--- src/rtl/keypad_scanner.sv ---
// 4x4 matrix keypad scanner: drives one row low at a time, debounces a single
// pressed key on slow scan ticks, and reports it once with a one-clk valid pulse.
module keypad_scanner #(
  parameter int unsigned DEBOUNCE_SCANS = 4
) (
  input  logic       clk,
  input  logic       rst,
  input  logic       slow_clk,
  input  logic [3:0] col_n,
  output logic [3:0] row_n,
  output logic [3:0] key_code,
  output logic       key_valid,
  output logic       key_held
);

  typedef enum logic [1:0] {SCAN, DEBOUNCE, HELD, RELEASE} state_t;

  localparam logic [3:0] LP_N = 4'(DEBOUNCE_SCANS);

  logic       r_slow_s1;
  logic       r_slow_s2;
  logic       r_low_seen;
  logic [1:0] r_vld;
  logic [3:0] r_col_s1;
  logic [3:0] r_col_s2;

  state_t     r_state;
  logic [1:0] r_row_idx;
  logic [1:0] r_col_idx;
  logic [3:0] r_count;

  logic       w_tick;
  logic       w_single;
  logic [1:0] w_low_idx;
  logic [3:0] w_latched;

  // r_low_seen only arms once r_slow_s2 carries real input, so a slow_clk that
  // is already high when reset releases cannot masquerade as a rising edge.
  always_ff @(posedge clk or posedge rst) begin
    if (rst) begin
      r_slow_s1  <= 1'b0;
      r_slow_s2  <= 1'b0;
      r_vld      <= '0;
      r_low_seen <= 1'b0;
      r_col_s1   <= '1;
      r_col_s2   <= '1;
    end else begin
      r_slow_s1  <= slow_clk;
      r_slow_s2  <= r_slow_s1;
      r_vld      <= {r_vld[0], 1'b1};
      r_low_seen <= r_vld[1] & ~r_slow_s2;
      r_col_s1   <= col_n;
      r_col_s2   <= r_col_s1;
    end
  end

  assign w_tick    = r_slow_s2 & r_low_seen;
  assign w_latched = ~(4'b0001 << r_col_idx);
  assign row_n     = ~(4'b0001 << r_row_idx);

  always_comb begin
    w_single  = 1'b1;
    w_low_idx = 2'd0;
    case (r_col_s2)
      4'b1110: w_low_idx = 2'd0;
      4'b1101: w_low_idx = 2'd1;
      4'b1011: w_low_idx = 2'd2;
      4'b0111: w_low_idx = 2'd3;
      default: w_single  = 1'b0;
    endcase
  end

  always_ff @(posedge clk or posedge rst) begin
    if (rst) begin
      r_state   <= SCAN;
      r_row_idx <= 2'd0;
      r_col_idx <= 2'd0;
      r_count   <= '0;
      key_code  <= 4'h0;
      key_valid <= 1'b0;
      key_held  <= 1'b0;
    end else begin
      key_valid <= 1'b0;
      if (w_tick) begin
        case (r_state)
          SCAN: begin
            if (w_single) begin
              r_col_idx <= w_low_idx;
              r_count   <= 4'd1;
              r_state   <= DEBOUNCE;
            end else begin
              r_row_idx <= r_row_idx + 2'd1;
            end
          end
          DEBOUNCE: begin
            if (r_col_s2 == w_latched) begin
              r_count <= r_count + 4'd1;
              if (r_count + 4'd1 == LP_N) begin
                r_state   <= HELD;
                key_code  <= {r_row_idx, r_col_idx};
                key_valid <= 1'b1;
                key_held  <= 1'b1;
              end
            end else begin
              r_count   <= '0;
              r_row_idx <= r_row_idx + 2'd1;
              r_state   <= SCAN;
            end
          end
          HELD: begin
            if (r_col_s2 == 4'b1111) begin
              r_count <= 4'd1;
              r_state <= RELEASE;
            end
          end
          RELEASE: begin
            if (r_col_s2 == 4'b1111) begin
              if (r_count + 4'd1 == LP_N) begin
                r_count   <= '0;
                key_held  <= 1'b0;
                r_row_idx <= r_row_idx + 2'd1;
                r_state   <= SCAN;
              end else begin
                r_count <= r_count + 4'd1;
              end
            end else begin
              r_state <= HELD;
            end
          end
          default: r_state <= SCAN;
        endcase
      end
    end
  end

endmodule

--- config.mk ---
export PLATFORM = sky130hd
export DESIGN_NAME = keypad_scanner
export DESIGN_NICKNAME = d
export VERILOG_FILES = /design/src/rtl/keypad_scanner.sv
export SDC_FILE = /design/constraint.sdc
export NUM_CORES = 1
export LEC_CHECK = 0
export BUFFER_PORTS_ARGS = -buffer_cell sky130_fd_sc_hd__buf_2
export CAP_MARGIN = 20
export CORE_MARGIN = 2
export CORE_UTILIZATION = 35
export CTS_BUF_LIST = sky130_fd_sc_hd__clkbuf_4 sky130_fd_sc_hd__clkbuf_8 sky130_fd_sc_hd__clkbuf_16
export CTS_CLUSTER_DIAMETER = 50
export DETAILED_ROUTE_END_ITERATION = 12
export HOLD_SLACK_MARGIN = 0.12
export SLEW_MARGIN = 15
export SYNTH_ARGS = -nofsm -noshare
export SYNTH_HDL_FRONTEND = slang
export SYNTH_SLANG_ARGS = --single-unit
--- constraint.sdc ---
create_clock -name clk -period 2.3 [get_ports clk]
set_input_delay 0.115 -clock clk [delete_from_list [all_inputs] [get_ports clk]]
set_output_delay 0.115 -clock clk [all_outputs]
set_load 0.005 [all_outputs]
* Yosys cells after proc, flatten, opt, wreduce, memory -nomap -nowiden
Index checks and enable logic that the tools add are counted.
Word-level totals: register bits 29, input bits 7, logic and storage cells 81
Operators by class: add/subtract/negate cells 2, equality and inequality tests 20, shift operators 2, muxes and demuxes 29, bitwise logic cells 5, reductions and logical operators 10
Operators by type and width (count):
- $mux 2 | 10
- $mux 4 | 5
- $eq 4x4->1 const B | 4
- $ne 2x2->1 const B | 8
- $pmux 4 s4 | 1
- $pmux 2 s3 | 2
- $reduce_and 6->1 | 2
- $mux 1 | 9
- $eq 4x3->1 const B | 2
- $not 4->4 | 2
- $pmux 2 s4 | 1
- $reduce_and 4->1 | 2
- $shl 1x2->4 const A | 2
- $ne 3x3->1 const B | 2
- $reduce_and 5->1 | 1
- $add 4x1->4 const B | 1
- $eq 2x2->1 const B | 2
- $eq 4x4->1 | 1
- $reduce_or 4->1 | 1
- $reduce_and 3->1 | 1
- $reduce_bool 3->1 | 1
- $add 2x1->2 const B | 1
- $and 1x1->1 | 2
- $eq 2x1->1 const B | 1
- 4 further kinds | 4

* Longest topological paths before layout
Gate-level depths: netlist of the first run.
depth after elaboration 6, mapped depth 7

* Worst setup path after synthesis of the first run
No wires, ideal clock.
path type reg2reg, start point register r_col_s2[1], end point register key_code[0], library setup time 125 ps, data arrival time 1964 ps, setup slack 210 ps, cell stages (with the launch flop) 8, path buffers 2, cells stage by stage dfstp_2 buf_2 mux2_2 o211ai_2 or2_4 or3_1 buf_6 mux2_4
On the way: cells in the longest elaborated chain, start to end 2
Ends and longest elaborated chain:
- start, declared | line 25 | logic [3:0] r_col_s2;
- start signal, assigned | line 53 | r_col_s2 <= r_col_s1;
- $eq 4x4->1 | line 96 | if (r_col_s2 == w_latched) begin
- $reduce_and 4->1 (no source line)
- end signal, assigned | line 100 | key_code <= {r_row_idx, r_col_idx};
- end, declared | line 11 | output logic [3:0] key_code,
No other way between the ends. A chain may end at the register's enable or synchronous reset.

* Final worst setup path of the first run
start point register r_count[0], end point register r_row_idx[1]
On the way: cells in the longest elaborated chain, start to end 4
Ends and longest elaborated chain:
- start, declared | line 30 | logic [3:0] r_count;
- start signal, assigned | line 97 | r_count <= r_count + 4'd1;
- start signal, assigned | line 124 | r_count <= r_count + 4'd1;
- $add 4x1->4 | line 118 | if (r_count + 4'd1 == LP_N) begin
- $eq 4x3->1 | line 118
- $ne 2x2->1 (no source line)
- $reduce_and 6->1 (no source line)
- end signal, assigned | line 92 | r_row_idx <= r_row_idx + 2'd1;
- end signal, assigned | line 106 | r_row_idx <= r_row_idx + 2'd1;
- end signal, assigned | line 121 | r_row_idx <= r_row_idx + 2'd1;
- end, declared | line 28 | logic [1:0] r_row_idx;
No other way between the ends.

==> flow_summary.ini, run 1 <==
[logic_synthesis]
synth_area_um2 = 1520
synth_nets = 153
synth_edf_count = 0
synth-seq-cells = 29
yosys_most_used_dff = dfrtp_1
ys_types = 44
synth_cells = 135
ys_warn_count = 0
syn_avg_cell_area_um2 = 11.2
async_reset_ff_share_pct = 100
ys_seq_area_share_pct = 48.6

[cells_and_area]
final_util_pct = 44.5
areaGrowthSynthToFinish_pct = 20.1
regArea_um2 = 736
nets = 182
multi_input_area_um2 = 709
n_antenna_cell = 0
drive_gt1_share_pct = 32.1
layout_commonest_cell = dfrtp_1
fillCellCount = 402
layout_common_cells = dfrtp_1, buf_2, inv_1, ha_1, nand2_1

[floorplanning]
io_pins = 17
dieArea_um2 = 4870
die_width_um = 69.8
fp-row-count = 23
start_util_pct = 37.1
core_um2 = 4090
die_h_um = 69.8

[clock_tree]
cts.sinks = 29
clock_tree.root_cell = clkbuf_8
cts_buffer_depth = 2
tritoncts = yes
htree_levels = 2
cts-buffers-inserted = 5
clkTransAtPathRegs_ns = 0.06
clk_latency_ns = 0.28

[critical_path]
max_stage_delay_ns = 0.45
cp-end-kind = flip-flop
timing_worst_setup_path_type = flip-flop to flip-flop
startpoint_type = flip-flop
critPathSlowestCell = dfrtp_1
crit_family = simple AND/OR/NAND/NOR gates
crit_top_cell = nor4_2
required_ns = 2.46
critical_path_arrival_ns = 2.34
cp_num_buf_inv = 1
path_max_fanout = 7
worstPathCellList = ha_1, nor4_2, a311oi_1, buf_4, nor4_2, mux2_1

[placement]
numPortBuffers = 16
hpwlAfterDp_um = 2030
routabilityCongestion = 0.852

[sta]
drv_slew = 0
max_slew_margin_pct = 39.5
tightest_slew_ns = 0.907
tns_ns = 0
grt_setup_unrepaired = no
setup_viol = 0
hold_viol = 0
clock_skew_ns = 0.00403
hold_slack_ns = 0.352
max_freq_ghz = 0.459
fin_crit_sh_pct = 94.8
post-route-min-period_ns = 2.18

[grt]
grt_pass1_vias = 1092
grt-ovfl-total = 0
grt.total_usage_pct = 12.4
grt_antenna_before_repair = 0
grt_pass1_wl_um = 4660
grt_max_degree = 26

[power]
p_leak_nw = 0.887
vdd_drop_max_uv = 395
power.density_nw_per_um2 = 837

[min_path]
hp-class = flip-flop to flip-flop

[route]
remaining_drc_errors = 0
antenna_left = 0
via_per_inst = 5.12
num_vias = 1101
routed_wl_um = 2810
drtPass1Iterations = 4
first_iter_violations = 56
post_drt_wl_per_cell_um = 13.1

[run_status]
outcome = completed

[run]
cap_violations = 0
power breakdown:
part           total (W)  switching [W]  leakage (nW)  internal, W
clock           0.000410       0.000189        0.0484     0.000221
sequential      0.000667      0.0000846         0.357     0.000583
combinational   0.000446       0.000244         0.482     0.000202
through the flow:
stage	setup WS, ns	instances	power, W	cell area [um^2]
global route	0.00793	215	0.00163	1820
detailed placement	0.116	201	0.00111	1660
floorplan	0.210	135	0.000960	1520
finish	0.120	215	0.00152	1820
global placement	0.174	201	0.00109	1660
CTS	0.106	215	0.00153	1810
sequential cells by signal (all words and copies together), names as in the netlist:
signal / cells
r_col_idx: 2
r_slow_s1: 1
r_state: 2
r_row_idx: 2
key_valid: 1
r_low_seen: 1
key_code: 4
r_count: 4
r_col_s2: 4
r_col_s1: 4
r_vld: 2
r_slow_s2: 1
key_held: 1
what timing repair did:
item	CTS	global route
buffers inserted	0	0
setup endpoints to repair	0	4
hold endpoints to repair	26	0
hold buffers	6	0
resized for setup	0	2
cells by family after synthesis:
family | after synthesis | synth area share [%]
other cells | 1 | 0.247
buf+inv | 19 | 5.45
mux | 10 | 8.34
compound gates | 32 | 15.4
flops | 29 | 48.6
simple gates | 30 | 11.1
xor+xnor | 3 | 1.73
fa+ha+maj | 11 | 9.08
per-layer routing:
metal	share of wire [%]	global-route usage, %	up-vias
li1	-	-	528
met1	44	13.8	532
met2	49	20.2	32
met3	4.6	4.36	9
met4	3.1	7.69	0
met5	0	0	-
cell usage after synthesis (2+ instances only):
cell       instances  area share [%]
nand3_1            3            0.99
nand2_1            9             2.2
ha_1              11             9.1
a21o_1             3             1.5
a2bb2oi_1          2             1.2
mux2_4             4             4.0
nor3_1             2            0.66
a21oi_1            6             2.0
xnor2_1            2             1.2
nand4_1            2            0.83
nor2_1             2            0.50
buf_2              3            0.99
nand4b_1           2             1.2
mux2_2             4             3.0
inv_1             15             3.7
o21ai_0            6             2.0
dfstp_2            8              14
a31oi_1            2            0.83
dfrtp_1           21              35
nor2b_1            4             1.7
final timing paths:
check / from / slack [ns] / end / depth (start not counted)
setup reg to reg: r_count[0]$_DFFE_PP0P_ / 0.12 / r_row_idx[1]$_DFFE_PP0P_ / 6
min in group asynchronous: rst / 0.57 / r_col_idx[1]$_DFFE_PP0P_ / 3
hold / removal: r_col_s1[3]$_DFF_PP1_ / 0.35 / r_col_s2[3]$_DFF_PP1_ / 0
setup / recovery: r_count[0]$_DFFE_PP0P_ / 0.12 / r_row_idx[1]$_DFFE_PP0P_ / 6
max in group asynchronous: rst / 1.04 / r_col_s2[3]$_DFF_PP1_ / 4
hold reg to reg: r_col_s1[3]$_DFF_PP1_ / 0.35 / r_col_s2[3]$_DFF_PP1_ / 0
cell type report:
type / instances / share of cell area (%)
Clock inverter: 2 / 0.550
Tap cell: 50 / 3.44
Clock buffer: 6 / 4.19
Multi-Input combinational cell: 87 / 39.0
Timing Repair Buffer: 26 / 9.35
Inverter: 15 / 3.09
Sequential cell: 29 / 40.4
Note: power is estimated with default switching activity, not from simulation.
==> run 2: changes to the inputs <==
- ABC_AREA: default -> 1
- CAP_MARGIN: 20 -> default
==> run 2 against run 1 <==
Clock power rose by 52%. Utilization grew 0.73 points. Sequential cell count unchanged. Critical path depth rose by 1. Non-clock buffer count shrank 2. Clock skew is 0.0023 ns higher. Combinational power shrank 19%. First-iteration DRC count is 27% higher. Die area down 2.6%. Synthesized area fell by 2.8%. Via count down 2.3%. Routed wire length down 9.6%. Largest power group unchanged.
==> flow_summary.ini, run 2 <==
[logic_synthesis]
ys_warn_count = 0
ys_types = 24
synth_area_um2 = 1470
synth_cells = 163
syn_avg_cell_area_um2 = 9.03
synth_top_cell_area_share_pct = 35.7
ys_seq_area_share_pct = 50.0
async_reset_ff_share_pct = 100
synth-seq-cells = 29
yosys_most_used_dff = dfrtp_1
synth_edf_count = 0
synth_area_leaders = dfrtp_1, dfstp_2, nand2_1
synth_nets = 181
synth_top_cell_by_area = dfrtp_1
yosysMostFrequentCell = nand2_1
synth_commonest_cells = nand2_1, inv_1, dfrtp_1

[cells_and_area]
areaGrowthSynthToFinish_pct = 23.9
fillCellCount = 404
layout_common_cells = nand2_1, inv_1, dfrtp_1, nand3_1, buf_2
regArea_um2 = 736
multi_input_area_um2 = 628
n_antenna_cell = 0
layout_commonest_cell = nand2_1
design_area_um2 = 1820
nets = 212
drive_gt1_share_pct = 28.2

[power]
vdd_drop_max_uv = 345
power.density_nw_per_um2 = 882
p_leak_nw = 0.935

[floorplanning]
io_pins = 17
start_util_pct = 36.6
die_width_um = 68.9
core_um2 = 4030
fp-row-count = 23
die_h_um = 68.9
dieArea_um2 = 4740

[critical_path]
required_ns = 2.46
path_max_fanout = 9
timing_worst_setup_path_type = flip-flop to flip-flop
cp-end-kind = flip-flop
r2r-end = key_code[2]$_DFFE_PP0P_
ff2ff_path_depth = 7
r2r_start = r_count[0]$_DFFE_PP0P_
critical_path_arrival_ns = 1.66
rrSetupSlack_ns = 0.81
startpoint_type = flip-flop

[clock_tree]
clk_latency_ns = 0.28
tritoncts = yes
cts_buffer_depth = 2
cts-buffers-inserted = 5
hold_buffers = 6
post-cts-setup-buffer-count = 0
clkTransAtPathRegs_ns = 0.06
cts.sinks = 29
htree_levels = 2
clock_tree.root_cell = clkbuf_8
cts-resized-gates = 0

[route]
remaining_drc_errors = 0
via_per_inst = 4.39
num_vias = 1076
drtPass1Iterations = 4
post_drt_wl_per_cell_um = 10.4
first_iter_violations = 71
antenna_left = 0
routed_wl_um = 2540

[min_path]
hold_path_end = r_vld[1]$_DFF_PP0_
min_from = r_vld[0]$_DFF_PP0_
holdPathStages = 0
hp-class = flip-flop to flip-flop

[sta]
tns_ns = 0
tightest_slew_ns = 0.930
post-route-min-period_ns = 1.49
grt_setup_unrepaired = no
hold_viol = 0
fin_crit_sh_pct = 65.0
setup_viol = 0
max_slew_margin_pct = 37.9
drv_slew = 0
clock_skew_ns = 0.00636
max_freq_ghz = 0.669

[placement]
numPortBuffers = 16
routabilityCongestion = 0.792
hpwlAfterDp_um = 1890
dpl_cell_area_um2 = 1630

[grt]
grt-ovfl-total = 0
grt_max_degree = 26
grt_pass1_wl_um = 4300
grt_antenna_before_repair = 0
grt.total_usage_pct = 12.9
grt_pass1_vias = 1020

[run]
cap_violations = 0

[run_status]
outcome = completed
## run 2: layer usage
metal / vias to the layer above / track usage, % / share of wire, %
li1: 567 / - / -
met4: 0 / 8.09 / 2.6
met1: 479 / 14.3 / 46
met2: 21 / 21.6 / 47
met5: - / 0 / 0
met3: 9 / 3.57 / 4.5
## run 2: critical path: stages (launching register included)
cell and delay, ns:
dfrtp_1 0.43, ha_1 0.22, xor2_1 0.20, nand3_2 0.13, nor2_2 0.13, nand2_2 0.13
nand2_1 0.08, o21ai_1 0.05
## run 2: worst max path at each step
stage | startpoint | cells past startpoint | endpoint | slack (ns)
after global routing | r_count[0]$_DFFE_PP0P_ | 7 | key_code[0]$_DFFE_PP0P_ | 0.65
after floorplan | r_count[0]$_DFFE_PP0P_ | 7 | key_code[2]$_DFFE_PP0P_ | 0.94
after detailed placement | r_count[0]$_DFFE_PP0P_ | 7 | key_code[3]$_DFFE_PP0P_ | 0.82
after global placement | r_count[0]$_DFFE_PP0P_ | 7 | key_code[1]$_DFFE_PP0P_ | 0.82
after CTS | r_count[0]$_DFFE_PP0P_ | 7 | key_code[3]$_DFFE_PP0P_ | 0.80
final | r_count[0]$_DFFE_PP0P_ | 7 | key_code[2]$_DFFE_PP0P_ | 0.81
## run 2: metrics by stage
step	total power (W)	setup slack, ns	hold slack (ns)	instances	util (%)
finish	0.00161	0.805	0.347	245	45.3
global route	0.00173	0.651	0.357	245	45.3
CTS	0.00164	0.798	0.352	245	45.3
detailed placement	0.000995	0.816	0.222	231	40.5
global placement	0.000985	0.821	0.220	231	40.5
floorplan	0.000883	0.938	0.119	163	-
## run 2: cell families (layout without fill, tap and decap cells)
group	after synthesis	in the layout	share of synthesized area (%)
compound gates	15	15	6.03
xor+xnor	1	1	0.595
buf+inv	29	61	7.39
flops	29	29	50.0
other cells	1	1	0.255
fa+ha+maj	11	11	9.35
simple gates	77	77	26.4
## run 2: power by group
group	internal [W]	switching [W]
registers	0.000572	0.0000552
logic	0.000145	0.000215
clock network	0.000430	0.000192
## run 2: area by class of cell
cell class	instances	share of cell area, %
Sequential cell	29	40.3
Multi-Input combinational cell	105	34.4
Tap cell	50	3.43
Clock inverter	3	3.57
Timing Repair Buffer	24	8.50
Clock buffer	5	3.77
Inverter	29	5.97
